$ cat src/rtl/riscv_fetch_pkg.sv
// riscv_fetch_pkg
// Shared types and helpers for the RV32 PC / fetch-request stage.
//   fetch_state_t : fetch sequencer states (BOOT, RUN, HOLD, TRAP)
//   INSTR_BYTES   : size of one instruction, the sequential PC step
//   is_misaligned : true when an address is not on a 4-byte boundary
package riscv_fetch_pkg;

  typedef enum logic [1:0] {
    BOOT = 2'd0,
    RUN  = 2'd1,
    HOLD = 2'd2,
    TRAP = 2'd3
  } fetch_state_t;

  localparam logic [31:0] INSTR_BYTES = 32'd4;

  // Instruction targets must be word aligned.
  function automatic logic is_misaligned(input logic [31:0] addr);
    return addr[1:0] != 2'b00;
  endfunction

endpackage

$ cat src/rtl/pc_adder.sv
// pc_adder
// Plain 32-bit modulo-2^32 adder used for both PC+4 and PC+branch offset.
// Ports:
//   a, b : operands
//   sum  : a + b, carry out discarded
module pc_adder (
  input  logic [31:0] a,
  input  logic [31:0] b,
  output logic [31:0] sum
);

  assign sum = a + b;

endmodule

$ cat src/rtl/pc_fetch_unit.sv
// pc_fetch_unit
// Holds the architectural PC and issues instruction fetch requests over a
// valid/ready handshake. On every accepted fetch the next PC is chosen from
// JALR target, branch target (PC+offset) or PC+4, in that priority order.
// A misaligned redirect target sends the PC to TRAP_PC and records the
// offending address.
// Ports:
//   clk, reset              : clock, asynchronous active-high reset
//   stall                   : hazard hold, blocks new requests only
//   br_taken, br_offset     : taken branch/JAL and its byte offset
//   jalr_taken, jalr_target : JALR redirect and its rs1+imm target
//   imem_req_valid/ready    : fetch request handshake
//   imem_addr, pc, pc_plus4 : fetch address, current PC, PC+4
//   misalign_trap, bad_addr : trap-entry pulse and offending target
//   fetch_count             : saturating count of accepted fetches
module pc_fetch_unit
  import riscv_fetch_pkg::*;
#(
  parameter logic [31:0] RESET_PC   = 32'h0000_0000,
  parameter logic [31:0] TRAP_PC    = 32'h0000_0010,
  parameter int          XLEN       = 32,            // only 32 is supported
  parameter logic [31:0] COUNT_INIT = 32'h0000_0000  // fetch_count value after reset
) (
  input  logic            clk,
  input  logic            reset,
  input  logic            stall,
  input  logic            br_taken,
  input  logic [XLEN-1:0] br_offset,
  input  logic            jalr_taken,
  input  logic [XLEN-1:0] jalr_target,
  output logic            imem_req_valid,
  input  logic            imem_req_ready,
  output logic [XLEN-1:0] imem_addr,
  output logic [XLEN-1:0] pc,
  output logic [XLEN-1:0] pc_plus4,
  output logic            misalign_trap,
  output logic [XLEN-1:0] bad_addr,
  output logic [XLEN-1:0] fetch_count
);

  fetch_state_t state_reg;
  logic [31:0]  pc_reg;
  logic         valid_reg;
  logic         trap_reg;
  logic [31:0]  bad_addr_reg;
  logic [31:0]  count_reg;

  logic [31:0]  seq_target;
  logic [31:0]  br_target;
  logic [31:0]  jalr_aligned;
  logic [31:0]  redirect_target;
  logic [31:0]  pc_next;
  logic         redirect;
  logic         fire;
  logic         take_trap;

  pc_adder u_seq_adder (
    .a   (pc_reg),
    .b   (INSTR_BYTES),
    .sum (seq_target)
  );

  pc_adder u_br_adder (
    .a   (pc_reg),
    .b   (br_offset),
    .sum (br_target)
  );

  always_comb begin
    fire            = valid_reg && imem_req_ready;
    jalr_aligned    = {jalr_target[31:1], 1'b0};
    redirect        = jalr_taken || br_taken;
    redirect_target = jalr_taken ? jalr_aligned : br_target;
    pc_next         = redirect ? redirect_target : seq_target;
    // Only redirects can trap; the sequential path stays aligned by construction.
    take_trap       = redirect && is_misaligned(redirect_target);
  end

  // Valid is asserted only in RUN, so a request once raised cannot be
  // withdrawn by stall; stall is honoured at the fire edge by moving to HOLD.
  always_ff @(posedge clk or posedge reset) begin
    if (reset) begin
      state_reg    <= BOOT;
      pc_reg       <= RESET_PC;
      valid_reg    <= 1'b0;
      trap_reg     <= 1'b0;
      bad_addr_reg <= 32'h0000_0000;
      count_reg    <= COUNT_INIT;
    end else begin
      trap_reg <= 1'b0;

      if (fire && (count_reg != 32'hFFFF_FFFF)) begin
        count_reg <= count_reg + 32'd1;
      end

      case (state_reg)
        BOOT: begin
          state_reg <= RUN;
          valid_reg <= 1'b1;
        end
        RUN: begin
          if (fire) begin
            if (take_trap) begin
              pc_reg       <= TRAP_PC;
              bad_addr_reg <= redirect_target;
              trap_reg     <= 1'b1;
              state_reg    <= TRAP;
              valid_reg    <= 1'b0;
            end else begin
              pc_reg <= pc_next;
              if (stall) begin
                state_reg <= HOLD;
                valid_reg <= 1'b0;
              end
            end
          end
        end
        HOLD: begin
          if (!stall) begin
            state_reg <= RUN;
            valid_reg <= 1'b1;
          end
        end
        TRAP: begin
          state_reg <= RUN;
          valid_reg <= 1'b1;
        end
        default: begin
          state_reg <= BOOT;
          valid_reg <= 1'b0;
        end
      endcase
    end
  end

  assign imem_req_valid = valid_reg;
  assign imem_addr      = pc_reg;
  assign pc             = pc_reg;
  assign pc_plus4       = seq_target;
  assign misalign_trap  = trap_reg;
  assign bad_addr       = bad_addr_reg;
  assign fetch_count    = count_reg;

endmodule
$ cat config.mk
export PLATFORM = sky130hd
export DESIGN_NAME = pc_fetch_unit
export DESIGN_NICKNAME = d
export VERILOG_FILES = /design/src/rtl/riscv_fetch_pkg.sv /design/src/rtl/pc_adder.sv /design/src/rtl/pc_fetch_unit.sv
export SDC_FILE = /design/constraint.sdc
export NUM_CORES = 1
export LEC_CHECK = 0
export BUFFER_PORTS_ARGS = -buffer_cell sky130_fd_sc_hd__buf_4
export CAP_MARGIN = 20
export CORE_ASPECT_RATIO = 1.4
export CORE_UTILIZATION = 57
export CTS_BUF_LIST = sky130_fd_sc_hd__clkbuf_8
export CTS_CLUSTER_DIAMETER = 30
export DETAILED_ROUTE_END_ITERATION = 8
export MAX_ROUTING_LAYER = met4
export PLACE_DENSITY = 0.9
export RECOVER_POWER = 50
export SLEW_MARGIN = 10
export SYNTH_ARGS = -nofsm -noshare
export SYNTH_HDL_FRONTEND = slang
export SYNTH_SLANG_ARGS = --single-unit
$ cat constraint.sdc
create_clock -name clk -period 6.2 [get_ports clk]
set_input_delay 0.31 -clock clk [delete_from_list [all_inputs] [get_ports clk]]
set_output_delay 0.31 -clock clk [all_outputs]
set_load 0.05 [all_outputs]
Word level (Yosys, flattened, before mapping) --
Cells that the tools add are included.
Storage, ports and cells: word-level logic and storage cells 42, bits of input ports 70, output and inout bits 162, bits in registers 100
Operators by class: muxes and demuxes 16, equal/unequal tests 7, reductions and logical operators 10, $add $sub $neg 3
Operators with widths (count):
- 32-bit 2-to-1 mux | 3
- 32-bit by 1-bit adder with 32-bit output (second input constant) | 1
- 32-bit by 3-bit adder with 32-bit output (second input constant) | 1
- 32-bit adder | 1
- 32-bit inequality test (second input constant) | 1
- 2-bit 2-to-1 mux | 4
- 1-bit 2-to-1 mux | 7
- 2-bit case mux with 3 select lines | 1
- 3-bit AND reduction | 2
- 2-bit == test (second input constant) | 2
- 2-bit inequality test (second input constant) | 2
- 1-bit logical AND | 3
- 3-bit inequality test (second input constant) | 1
- 1-bit case mux with 3 select lines | 1
- 2-bit by 1-bit == test with 1-bit output (second input constant) | 1
- 2-bit logical NOT | 1
- 2-bit AND reduction | 1
- 2-bit nonzero test | 1
- 2-bit OR reduction | 1
- 1-bit logical OR | 1

Logic depth before layout (Yosys ltp) --
word-level depth 7, mapped depth 11, depth with buffers taken out 11

Modules after synthesis --
From an unflattened synthesis, not the netlist that was laid out.
Second synthesis, totals: cell total of the unflattened synthesis 998, area, all modules 8615.8 µm²
Modules (own cells, without submodules):
- pc_fetch_unit | cells an instance 516, area each 5127.4 µm², seq. area each 2502.4 µm², instances 1
- pc_adder | cells an instance 241, area each 1744.2 µm², seq. area each 0.0 µm², instances 2

Worst setup path after synthesis --
Ideal clock, no wire load.
kind reg2reg, start point reg pc_reg[2] (netlist: imem_addr[2]), end point reg pc_reg[24] (netlist: imem_addr[24]), path slack 2.742 ns, period minus slack after synthesis 3.458 ns, cell stages (with the launch flop) 11, data arrival time 3.391 ns, library setup time 0.068 ns, required time 6.132 ns, buffers on the path 0, cells stage by stage dfrtp_1 -> ha_1 -> nand3_1 -> nor2_2 -> nand4_1 -> nor2_2 -> nand3_1 -> xnor2_1 -> nor2_1 -> nor3_1 -> a22o_1
Between the ends: elaborated cells between the ends (all ways) 5, classes of those cells add/sub (2); mux (3)
RTL lines:
- from (decl) | line pc_fetch_unit.sv:42 | logic [31:0] pc_reg;
- from (signal assigned) | line pc_fetch_unit.sv:110 | pc_reg <= pc_next;
- 32-bit by 3-bit adder with 32-bit output | line pc_adder.sv:12 | assign sum = a + b;
- net pc_plus4[24] | line pc_fetch_unit.sv:35 | output logic [XLEN-1:0] pc_plus4,
- 32-bit 2-to-1 mux | line pc_fetch_unit.sv:74 | pc_next = redirect ? redirect_target : seq_target;
- 32-bit 2-to-1 mux | line pc_fetch_unit.sv:103 | if (take_trap) begin
The timed path passes the listed nets, and every way through them passes these cells. A chain may end at the register's enable or synchronous reset.

Worst setup path after layout --
start point reg pc_reg[2] (netlist: imem_addr[2]), end point out pc_plus4[30]
Between the ends: cells in the longest elaborated chain, start to end 1
Ends and longest elaborated chain (line):
- 32-bit by 3-bit adder with 32-bit output | pc_adder.sv:12
- to (decl) | pc_fetch_unit.sv:35
Every way passes these cells.

==> impl_metrics.ini <==
[global_route]
grt_antenna_before_repair = 0
grt_usage_pct = 34.8
grt_max_degree = 63
grt_pass1_vias = 7048
grt.overflow.total = 0
grt_pass1_wl_mm = 35.2

[place]
portBuffers = 230
dpl.hpwl_mm = 16.4
post-place-ws_ns = 2.54
dp.cells = 1140
gp_congestion = 0.916

[finish]
n_antenna_cell = 0
fillers = 1076
areaGrowthSynthToFinish_pct = 17.2
layout.nets = 1106
drive_above_1_share_pct = 14.9
multi_input_area_mm2 = 0.00424
final_cells = 1157
register_area_mm2 = 0.00250

[synthesis]
synth_nets = 926
synth-seq-cells = 100
synth_top_area_share_pct = 34.8
synthesis.area_mm2 = 0.00720
synthCells = 822
yosys_warnings = 0
syn_area_per_cell_um2 = 8.76
synth_ff_type = dfrtp_1
ys_top_cells_by_count = dfrtp_1 (100), nand2_1 (90), nor2_1 (78)
synth_edf_count = 0
synth_cell_type_count = 77
async_flop_share_pct = 100
synth_top_area_cell = dfrtp_1
yosysMostFrequentCell = dfrtp_1
seq_area_frac_synth_pct = 34.8
synth_area_leaders = dfrtp_1 (35%), xnor2_1 (6.7%), ha_1 (5.7%), nand2_1 (4.7%), o21ai_0 (4.2%)

[floorplanning]
die_h_um = 135
die-area_mm2 = 0.0131
rows = 48
fp.coreArea_mm2 = 0.0123
ioPinCount = 232
start_util_pct = 58.5
die-width_um = 97.0

[timing]
setup_tns_ns = 0
fin_crit_ns = 3.65
finalHoldViolCount = 0
worst-slew-pin-transition_ns = 1.89
drv_slew = 40
final.period_utilization_pct = 58.9
rsz0062_at_grt = false
skew_ns = 0.0105
final.setup.worst_slack_ns = 2.55
relSlewSlack_pct = -26.8
timing.fmax_mhz = 274
setup_viol = 0

[power]
ir_drop_v = 0.000388
power_frac_seq_pct = 24.0
pwr-share-comb_pct = 67.3
power_density_mw_per_mm2 = 568
clkPwrFrac_pct = 8.7
power.internal_mw = 1.85
p_leak_nw = 3.88
p_sw_share_pct = 61.5
p_switching_mw = 2.95

[outcome]
status = complete, but fails checks
failed_checks = max-capacitance violations, max-slew violations

[hold_path]
min_path_cells = 2
hp-start = stall
min_to = state_reg[0]$_DFFE_PP0P_
hp-class = in -> reg

[detailed_routing]
wl_per_cell_um = 19.3
drt-vias-per-instance = 6.22
vias = 7196
drcViolationCount = 0
ant_nets = 0
wl_mm = 22.3
first_pass_iters = 5
drtIter0Drc = 437

[clocking]
cts_setup_buffers = 0
cts_tree = built
htreeDepth = 3
clk_pin_slew_ns = 0.10
cts_sinks = 100
cts.repair.resized = 0
cts_buffer_depth = 2
clock_tree.root_cell = clkbuf_8
numCtsBuffers = 9
clk_latency_ns = 0.39

[setup_path]
r2r-end = bad_addr[29]$_DFFE_PP0P_
rr_startpoint = imem_addr[0]$_DFFE_PP0P_
end_kind = output pin
crit_fanout = 9
crit_arrival_ns = 3.34
setup.worst_path.class = reg -> out
crit_required_ns = 5.89
r2r_slack_ns = 2.75
reg2reg_depth = 9
startpoint_type = flop

[run]
cap_violations = 1
worst max-delay path by stage:
stage | endpoint | start | cells past startpoint
after global placement | bad_addr[29]$_DFFE_PP0P_ | jalr_taken | 9
after CTS | pc_plus4[30] | imem_addr[2]$_DFFE_PP0P_ | 8
after global routing | pc_plus4[24] | imem_addr[2]$_DFFE_PP0P_ | 8
after detailed placement | bad_addr[29]$_DFFE_PP0P_ | jalr_taken | 9
final | pc_plus4[30] | imem_addr[2]$_DFFE_PP0P_ | 8
after floorplan | imem_addr[24]$_DFFE_PP0P_ | imem_addr[2]$_DFFE_PP0P_ | 10
metal layers:
layer / part of all wire [%] / vias up / GRT usage, %
li1: - / 3278 / -
met1: 37 / 3398 / 38.3
met2: 50 / 406 / 59.0
met3: 7.8 / 114 / 5.07
met4: 5.8 / 0 / 22.4
met5: 0 / - / -
metrics by stage:
| stage | utilization [%] | power, mW | cell area, um2 | hold WS (ns) |
|---|---|---|---|---|
| after floorplan | - | 3.72 | 7200 | 0.394 |
| after global placement | 71.1 | 4.56 | 8760 | 0.399 |
| after detailed placement | 71.1 | 4.62 | 8760 | 0.404 |
| after CTS | 72.7 | 5.04 | 8950 | 0.122 |
| after global routing | 68.5 | 5.05 | 8430 | 0.133 |
| final | 68.5 | 4.79 | 8430 | 0.133 |
power by group through the flow:
stage | registers (mW) | logic, mW | clock network (mW)
2_1_floorplan | 1.80 | 1.92 | 0
3_3_place_gp | 1.15 | 3.41 | 0
3_5_place_dp | 1.16 | 3.46 | 0
4_1_cts | 1.15 | 3.47 | 0.417
5_1_grt | 1.18 | 3.42 | 0.440
6_report | 1.15 | 3.23 | 0.415
cell families after synthesis:
family	Yosys count	synth area share, %
flops	100	34.8
fa+ha+maj	34	6.01
mux	14	2.00
buf+inv	80	6.24
simple gates	286	19.9
compound gates	221	20.4
xor+xnor	87	10.7
area by class of cell:
cell class | instances | area share [%]
multi-input combinational | 642 | 50.3
sequential | 100 | 29.7
timing repair buffer | 237 | 15.1
tap | 150 | 2.23
clock buffer | 9 | 1.47
clock inverter | 7 | 0.697
inverter | 12 | 0.549
repair_timing:
item / CTS / global route
setup endpoints to repair: 0 / 0
hold buffers: 1 / 0
endpoints found under the hold margin: 37 / 0
placed cells by master, fill, tap and decap left out, types with 5 or more instances in the layout:
cell	netlist	layout
o21ai_0	61	61
and3_1	22	22
inv_1	10	9
mux2i_1	11	11
a21o_1	23	23
a21oi_1	50	50
dfrtp_1	100	100
clkbuf_1	21	135
o21bai_1	5	5
o21a_1	5	5
nand3_1	31	31
xnor2_1	55	55
a31oi_1	6	6
ha_1	33	33
xor2_1	31	31
nor2_1	78	78
nor3_1	7	7
nor2b_1	7	7
o22ai_1	6	6
nand2_1	90	90
nand4_1	13	13
buf_4	34	100
o31ai_1	7	7
a221oi_1	9	9
clkbuf_8	0	9
and2_1	7	7
nand3_2	6	6
critical path, cell delays in order, from the launching register on:
cell and delay (ns):
dfrtp_1 0.54, ha_1 0.33, nand3_1 0.19, nor2_2 0.38, nand4_1 0.43, nor2_2 0.44, and3_1 0.28, xor2_1 0.16
buf_4 0.22
No activity file was read; power rests on OpenSTA's default activity.
